[src/rtl/tq_pkg.sv]
// Shared constants and helpers for the forward integer transform datapath.
package tq_pkg;

    localparam logic [1:0] SIZE_4  = 2'd0;
    localparam logic [1:0] SIZE_8  = 2'd1;
    localparam logic [1:0] SIZE_16 = 2'd2;
    localparam logic [1:0] SIZE_32 = 2'd3;

    // Lane count for a size code, clamped to the number of physical lanes.
    function automatic int unsigned size_to_n(input logic [1:0] code, input int unsigned n_max);
        int unsigned n;
        n = 32'd4 << code;
        return (n > n_max) ? n_max : n;
    endfunction

    // Bit offset of lane j in a flat bus of w-bit lanes.
    function automatic int lane_lsb(input int lane, input int w);
        return lane * w;
    endfunction

endpackage

[src/rtl/butterfly_lane_comb.sv]
// Combinational first-stage butterfly over all lanes for the selected size, or sign-extended pass-through.
module butterfly_lane_comb
    import tq_pkg::*;
#(
    parameter int unsigned IN_W  = 17,
    parameter int unsigned N_MAX = 32
) (
    input  logic [N_MAX*IN_W-1:0]     data,
    input  logic [1:0]                size,
    input  logic                      enable,
    output logic [N_MAX*(IN_W+1)-1:0] result_c
);

    localparam int unsigned OW = IN_W + 1;

    for (genvar j = 0; j < int'(N_MAX); j++) begin : g_lane
        logic signed [IN_W-1:0]  self;
        logic [3:0][OW-1:0]      by_size;
        logic signed [OW-1:0]    lane_out;

        assign self = data[lane_lsb(j, int'(IN_W)) +: IN_W];

        // Per-size candidate: mirror partner is the constant lane N-1-j.
        for (genvar s = 0; s < 4; s++) begin : g_size
            localparam int N = int'(size_to_n(2'(s), N_MAX));
            if (j < N / 2) begin : g_sum
                logic signed [IN_W-1:0] mirror;
                assign mirror     = data[lane_lsb(N - 1 - j, int'(IN_W)) +: IN_W];
                assign by_size[s] = OW'(self) + OW'(mirror);
            end else if (j < N) begin : g_diff
                logic signed [IN_W-1:0] mirror;
                assign mirror     = data[lane_lsb(N - 1 - j, int'(IN_W)) +: IN_W];
                assign by_size[s] = OW'(mirror) - OW'(self);
            end else begin : g_pass
                assign by_size[s] = OW'(self);
            end
        end

        assign lane_out = enable ? by_size[size] : OW'(self);
        assign result_c[lane_lsb(j, int'(OW)) +: OW] = lane_out;
    end

endmodule

[src/rtl/butterfly_stage_pipe.sv]
// Pipelined first-stage butterfly: valid/ready handshake, output register, block row counter and size/enable latch.
module butterfly_stage_pipe
    import tq_pkg::*;
#(
    parameter int unsigned IN_W  = 17,
    parameter int unsigned N_MAX = 32,
    parameter int unsigned CNT_W = 5
) (
    input  logic                      clk,
    input  logic                      rst,
    input  logic                      i_valid,
    output logic                      i_ready,
    input  logic                      i_enable,
    input  logic [1:0]                i_size,
    input  logic [N_MAX*IN_W-1:0]     i_data,
    output logic                      o_valid,
    input  logic                      o_ready,
    output logic [N_MAX*(IN_W+1)-1:0] o_data,
    output logic                      o_last,
    output logic [1:0]                o_size
);

    localparam int unsigned OUT_W = N_MAX * (IN_W + 1);

    logic [CNT_W-1:0] row_cnt, row_cnt_n;
    logic [1:0]       size_q, size_q_n;
    logic             en_q, en_q_n;
    logic             o_valid_n, o_last_n;
    logic [OUT_W-1:0] o_data_n;
    logic [1:0]       o_size_n;

    logic             accept;
    logic             first_row;
    logic [1:0]       size_eff;
    logic             en_eff;
    logic             last_c;
    logic [OUT_W-1:0] bfly_c;

    assign i_ready = !o_valid || o_ready;

    butterfly_lane_comb #(
        .IN_W  (IN_W),
        .N_MAX (N_MAX)
    ) u_lanes (
        .data     (i_data),
        .size     (size_eff),
        .enable   (en_eff),
        .result_c (bfly_c)
    );

    // The first row of a block takes size/enable from the inputs; later rows use the held copy.
    always_comb begin
        accept    = i_valid && i_ready;
        first_row = (row_cnt == '0);
        size_eff  = first_row ? i_size   : size_q;
        en_eff    = first_row ? i_enable : en_q;
        last_c    = (row_cnt == CNT_W'(size_to_n(size_eff, N_MAX) - 1));
    end

    always_comb begin
        row_cnt_n = row_cnt;
        size_q_n  = size_q;
        en_q_n    = en_q;
        o_valid_n = o_valid;
        o_data_n  = o_data;
        o_last_n  = o_last;
        o_size_n  = o_size;
        if (accept) begin
            o_valid_n = 1'b1;
            o_data_n  = bfly_c;
            o_last_n  = last_c;
            o_size_n  = size_eff;
            size_q_n  = size_eff;
            en_q_n    = en_eff;
            row_cnt_n = last_c ? '0 : row_cnt + CNT_W'(1);
        end else if (o_ready) begin
            o_valid_n = 1'b0;
        end
    end

    always_ff @(posedge clk) begin
        if (rst) begin
            row_cnt <= '0;
            size_q  <= '0;
            en_q    <= 1'b0;
            o_valid <= 1'b0;
            o_data  <= '0;
            o_last  <= 1'b0;
            o_size  <= '0;
        end else begin
            row_cnt <= row_cnt_n;
            size_q  <= size_q_n;
            en_q    <= en_q_n;
            o_valid <= o_valid_n;
            o_data  <= o_data_n;
            o_last  <= o_last_n;
            o_size  <= o_size_n;
        end
    end

endmodule

[config.mk]
export PLATFORM = sky130hd
export DESIGN_NAME = butterfly_stage_pipe
export DESIGN_NICKNAME = d
export VERILOG_FILES = /design/src/rtl/tq_pkg.sv /design/src/rtl/butterfly_lane_comb.sv /design/src/rtl/butterfly_stage_pipe.sv
export SDC_FILE = /design/constraint.sdc
export NUM_CORES = 2
export LEC_CHECK = 0
export BUFFER_PORTS_ARGS = -buffer_cell sky130_fd_sc_hd__buf_2
export CORE_AREA = 2 2 439 441
export DETAILED_ROUTE_END_ITERATION = 10
export DIE_AREA = 0 0 441 443
export SETUP_SLACK_MARGIN = 0.05
export SLEW_MARGIN = 20
export SYNTH_ARGS = -nofsm -noshare
export SYNTH_HDL_FRONTEND = slang
export SYNTH_SLANG_ARGS = --single-unit
[constraint.sdc]
create_clock -name clk -period 4.64 [get_ports clk]
set_clock_uncertainty 0.05 [all_clocks]
set_input_delay 0.696 -clock clk [delete_from_list [all_inputs] [get_ports clk]]
set_output_delay 0.696 -clock clk [all_outputs]
set_load 0.02 [all_outputs]
# Word-level counts from Yosys, hierarchy flattened
# Cells that the tools add are included.
# W data, S select, Z words.
[totals]
elab_cells = 179
ff_bits = 586
ramBits = 0
latchBits = 0
mem_bits_ro = 0
memories = 0
[classes]
n_eq_ne = 1
muxes = 102
shift = 1
div = 0
addsub = 62
multipliers = 0
n_reduce_logical = 5
n_lt_le_gt_ge = 2
bitwise = 0
[op_table]
columns = ["op", "n"]
rows = [
  ["$bmux W18 S2", 32],
  ["$mux W18", 64],
  ["$add A17 B17 Y18", 30],
  ["$sub A17 B17 Y18", 30],
  ["$gt A32 B6 Y1 const B", 1],
  ["$shl A3 B2 Y32 const A", 1],
  ["$mux W5", 2],
  ["$add A5 B1 Y5 const B", 1],
  ["$eq A5 B5 Y1", 1],
  ["$logic_not A5 Y1", 1],
  ["$sub A5 B1 Y5 const B", 1],
  ["$lt A2 B3 Y1 const B", 1],
  ["$mux W1", 3],
  ["$mux W2", 1],
  ["$reduce_bool A2 Y1", 1],
  ["$logic_and A1 B1 Y1", 1],
  ["$logic_not A1 Y1", 1],
  ["$logic_or A1 B1 Y1", 1],
]

# Depth between registers and ports, before layout
[logic_depth]
word_depth = 8
mapped_depth = 13

# Cells and area by module
# Synthesis repeated with hierarchy kept, for this count alone.
[hier_totals]
cells_unflattened = 10953
area_unflattened_um2 = 75780.2
[by_module_without_submodules]
columns = ["module", "cells_each", "instances", "area_per_inst_um2"]
rows = [
  ["butterfly_lane_comb", 8386, 1, 55588.3],
  ["butterfly_stage_pipe", 2567, 1, 20191.9],
]

# Least setup slack after synthesis
# No wires, ideal clock.
[synth_path]
path_type = "input -> register"
start = "input port i_data[0]"
end = "register o_data[16]"
n_path_buf = 0
required_ns = 4.470
slack_ns = 1.206
setup_ns = 0.120
t_arrival_ns = 3.264
path_stages = 12
cell_sequence = "ha_1 -> fa_1 -> nor2b_1 -> o311ai_0 -> o311ai_0 -> a21oi_1 -> o41ai_1 -> a2111o_1 -> o311ai_0 -> xnor2_1 -> o22ai_1 -> o31a_1"
[synth_via]
elab_chain_len = 4
[synth_rtl]
columns = ["item", "line_no", "text"]
rows = [
  ["start: declaration", "butterfly_stage_pipe.sv:15", "input logic [N_MAX*IN_W-1:0] i_data,"],
  ["$add A17 B17 Y18", "butterfly_lane_comb.sv:29", "assign by_size[s] = OW'(self) + OW'(mirror);"],
  ["$bmux W18 S2 (*)", "butterfly_lane_comb.sv:39", "assign lane_out = enable ? by_size[size] : OW'(self);"],
  ["$mux W18 (implied by the code) (*)", "butterfly_lane_comb.sv:39", ""],
  ["$mux W18 (*)", "butterfly_lane_comb.sv:39", ""],
  ["end signal: assignment", "butterfly_stage_pipe.sv:95", "o_data <= o_data_n;"],
  ["end: declaration", "butterfly_stage_pipe.sv:18", "output logic [N_MAX*(IN_W+1)-1:0] o_data,"],
]
# Every way passes the cells marked *; elsewhere a longest branch is shown, timed or not. The select of a mux whose other input is x is not followed.
# A chain may end at the register's enable or synchronous reset.

# Worst setup path after layout
[layout_path]
start = "input port i_data[52]"
end = "register o_data[15]"
[layout_via]
elab_chain_len = 4
[layout_rtl]
columns = ["item", "line_no"]
rows = [
  ["$add A17 B17 Y18", "butterfly_lane_comb.sv:29"],
  ["$bmux W18 S2", "butterfly_lane_comb.sv:39"],
  ["$mux W18 (implied by the code)", "butterfly_lane_comb.sv:39"],
  ["$mux W18", "butterfly_lane_comb.sv:39"],
]
# No other way between the ends. The select of a mux whose other input is x is not followed.

==> metrics.yaml <==
cts:
  holdBufCountCts: 0
  clk_latency_ps: 750
  cts.sinks: 586
  post_cts_buffers: 0
  cts_tree: "done"
  path_clk_slew_ps: 60
  cts_made_buffers: 86
  cts_resized: 0
  clk_root_buffer_cell: "clkbuf_16"
  cts-htree-levels: 3
  clk_path_buf_depth: 3
layout:
  multiInputGateArea_um2: 55900
  seqCellArea_um2: 11700
  final-instance-count-excl-fill: 13842
  area_growth_pct: 17.6
  final_cell_area_um2: 86100
  fillers: 19817
  layout_common_cells: "nor2_1 (1188), buf_2 (1130), ha_1 (1022)"
  drive_gt1_frac: 0.153
  fin_nets: 12814
  final_common_cell: "nor2_1"
setup_path:
  critical_path_class: "in2reg"
  arrival_ps: 4580
  path_cells: "buf_2 -> inv_1 -> ha_1 -> inv_1 -> a21oi_1 -> o311ai_0 -> buf_4 -> o221ai_1 -> a31o_2 -> o41ai_1 -> o221ai_1 -> xnor2_1 -> o22ai_1 -> o21a_1"
  crit_slowest_cell: "o41ai_1"
  critPathBufInv: 4
  critPathMaxFanout: 8
  slowest_delay_ps: 510
  worstSetupStartpointType: "input port"
  cp.required_ps: 5240
  path_delay_family: "compound AO/OA/AOI/OAI gates"
  endpoint_kind: "flop"
yosys:
  synthFlopType: "dfxtp_1"
  synth_cells: 10251
  synthDistinctLibCells: 80
  synth_edf_count: 0
  syn_nets: 11884
  syn_area_per_cell_um2: 7.14
  yosys_warnings: 0
  async_reset_ff_frac: 0
  ys_seq_area_frac: 0.160
  synth-seq-cells: 586
  synthesis.area_um2: 73200
detailed_routing:
  routed_via_density: 6.12
  drt_iter0_markers: 9700
  route.detailed.drc: 0
  wl_per_cell_um: 31.4
  wl_um: 435000
  vias: 84741
  ant_nets: 0
  dr.pass1.iters: 7
placed_design:
  dpl.hpwl_um: 350000
  dp_slack_ps: 34.1
  globalplace.congestion: 1.05
  place_inst: 13619
  port_buffers: 1131
  dpl_cell_area_um2: 82900
floorplan:
  rows: 161
  ios: 1132
  start_util: 0.383
  core-area_um2: 191000
  dieArea_um2: 195000
  die_w_um: 441
  dieHeight_um: 443
power:
  irDropWorstVdd_uv: 273
  share_comb_of_total_power: 0.486
  p_per_area_nw_per_um2: 302
  switching_share: 0.455
  pwr-share-clk: 0.289
  p_int_mw: 14.2
  power_mw: 26.0
  netSwitchingPower_mw: 11.8
  p_seq_frac: 0.225
  p_leak_nw: 39.7
sta:
  worstMarginPinSlew_ps: 1240
  fmax_mhz: 251
  setup_violations: 0
  setup-tns-final_ps: 0
  worst_slack_ps: 653
  relSlewSlack: 0.169
  fin_crit_sh: 0.859
  finalCriticalPeriod_ps: 3990
  rsz0062_at_grt: "false"
  final_max_slew_viol_count: 0
  finalHoldViolations: 0
grt:
  grt_pass1_wl_um: 593000
  grt_overflow: 0
  grt_pass1_vias: 76599
  grt_max_degree: 133
  grt_usage: 0.423
  antenna_found_initial: 113
hold_path:
  hp-class: "in2reg"
run:
  cap_violations: 0
status:
  outcome: "finished, final reports clean"
## worst paths after layout
path	startpoint	end	slack [ps]	cells past startpoint
hold reg to reg	o_data[211]	o_data[211]	400	2
setup / recovery	i_data[52]	o_data[15]	650	14
hold / removal	i_data[423]	o_data[447]	160	3
setup reg to reg	row_cnt[0]	o_data[178]	670	12
## layer usage
metal | GRT usage | part of all wire
met3 | 0.0982 | 0.098
met2 | 0.612 | 0.41
met4 | 0.246 | 0.066
met5 | 0.00720 | 0.00093
met1 | 0.568 | 0.42
## cell usage after synthesis, drive strengths merged (38+ instances only)
cell	number	area, µm²
dfxtp	586	11700
a21o	115	863
o21bai	134	1010
and3	40	250
nor2b	206	1290
o31ai	76	571
a21boi	38	285
or3	125	782
nand3	162	811
inv	879	3300
clkbuf	547	2050
a22oi	38	285
nand2	707	2660
xnor2	532	4660
o21a	92	691
a21oi	879	4400
fa	60	1200
nor4	49	307
a311oi	178	1560
ha	1022	12800
o221ai	43	377
o21ai	541	2710
o22ai	73	457
xor2	140	1230
nand2b	186	1160
a31oi	69	432
a211oi	268	2010
nor2	1202	4520
nor3	434	2170
a221oi	98	858
buf	91	395
o211ai	159	1190
## registers in the layout (all words and copies together), names as in the netlist
| name | cells |
|---|---|
| en_q | 1 |
| o_data | 576 |
| o_last | 1 |
| o_valid | 1 |
| row_cnt | 5 |
| size_q | 2 |
## stage by stage
| step | utilization | hold WS [ps] |
|---|---|---|
| 2_1_floorplan | - | 428 |
| 3_3_place_gp | 0.433 | 378 |
| 3_5_place_dp | 0.433 | 385 |
| 4_1_cts | 0.449 | 124 |
| 5_1_grt | 0.450 | 192 |
| 6_report | 0.450 | 164 |
## power groups by stage
| stage | clock network [mW] | logic [mW] | registers [mW] |
|---|---|---|---|
| 3_5_place_dp | 0 | 12.2 | 5.92 |
| 2_1_floorplan | 0 | 6.59 | 6.38 |
| 4_1_cts | 7.55 | 12.3 | 5.81 |
| 5_1_grt | 7.71 | 13.3 | 5.86 |
| 3_3_place_gp | 0 | 12.1 | 5.91 |
| 6_report | 7.51 | 12.6 | 5.83 |
## cells by family after synthesis
| logic type | Yosys count | synth area share |
|---|---|---|
| xor+xnor | 672 | 0.0804 |
| buf+inv | 1517 | 0.0785 |
| flops | 586 | 0.160 |
| simple gates | 3248 | 0.204 |
| compound gates | 3104 | 0.280 |
| fa+ha+maj | 1082 | 0.191 |
| mux | 42 | 0.00607 |
## tightest hold or removal path, cell delays in order
cell	delay, ps
buf_2	110
a22oi_1	60
o21ai_0	60
## area by class of cell
type	count	share of cell area
Antenna cell	69	0.00201
Clock buffer	129	0.0306
Clock inverter	25	0.00465
Inverter	879	0.0383
Multi-Input combinational cell	8148	0.650
Sequential cell	586	0.136
Tap cell	2526	0.0367
Timing Repair Buffer	1480	0.102
Note: power is estimated with default switching activity, not from simulation.
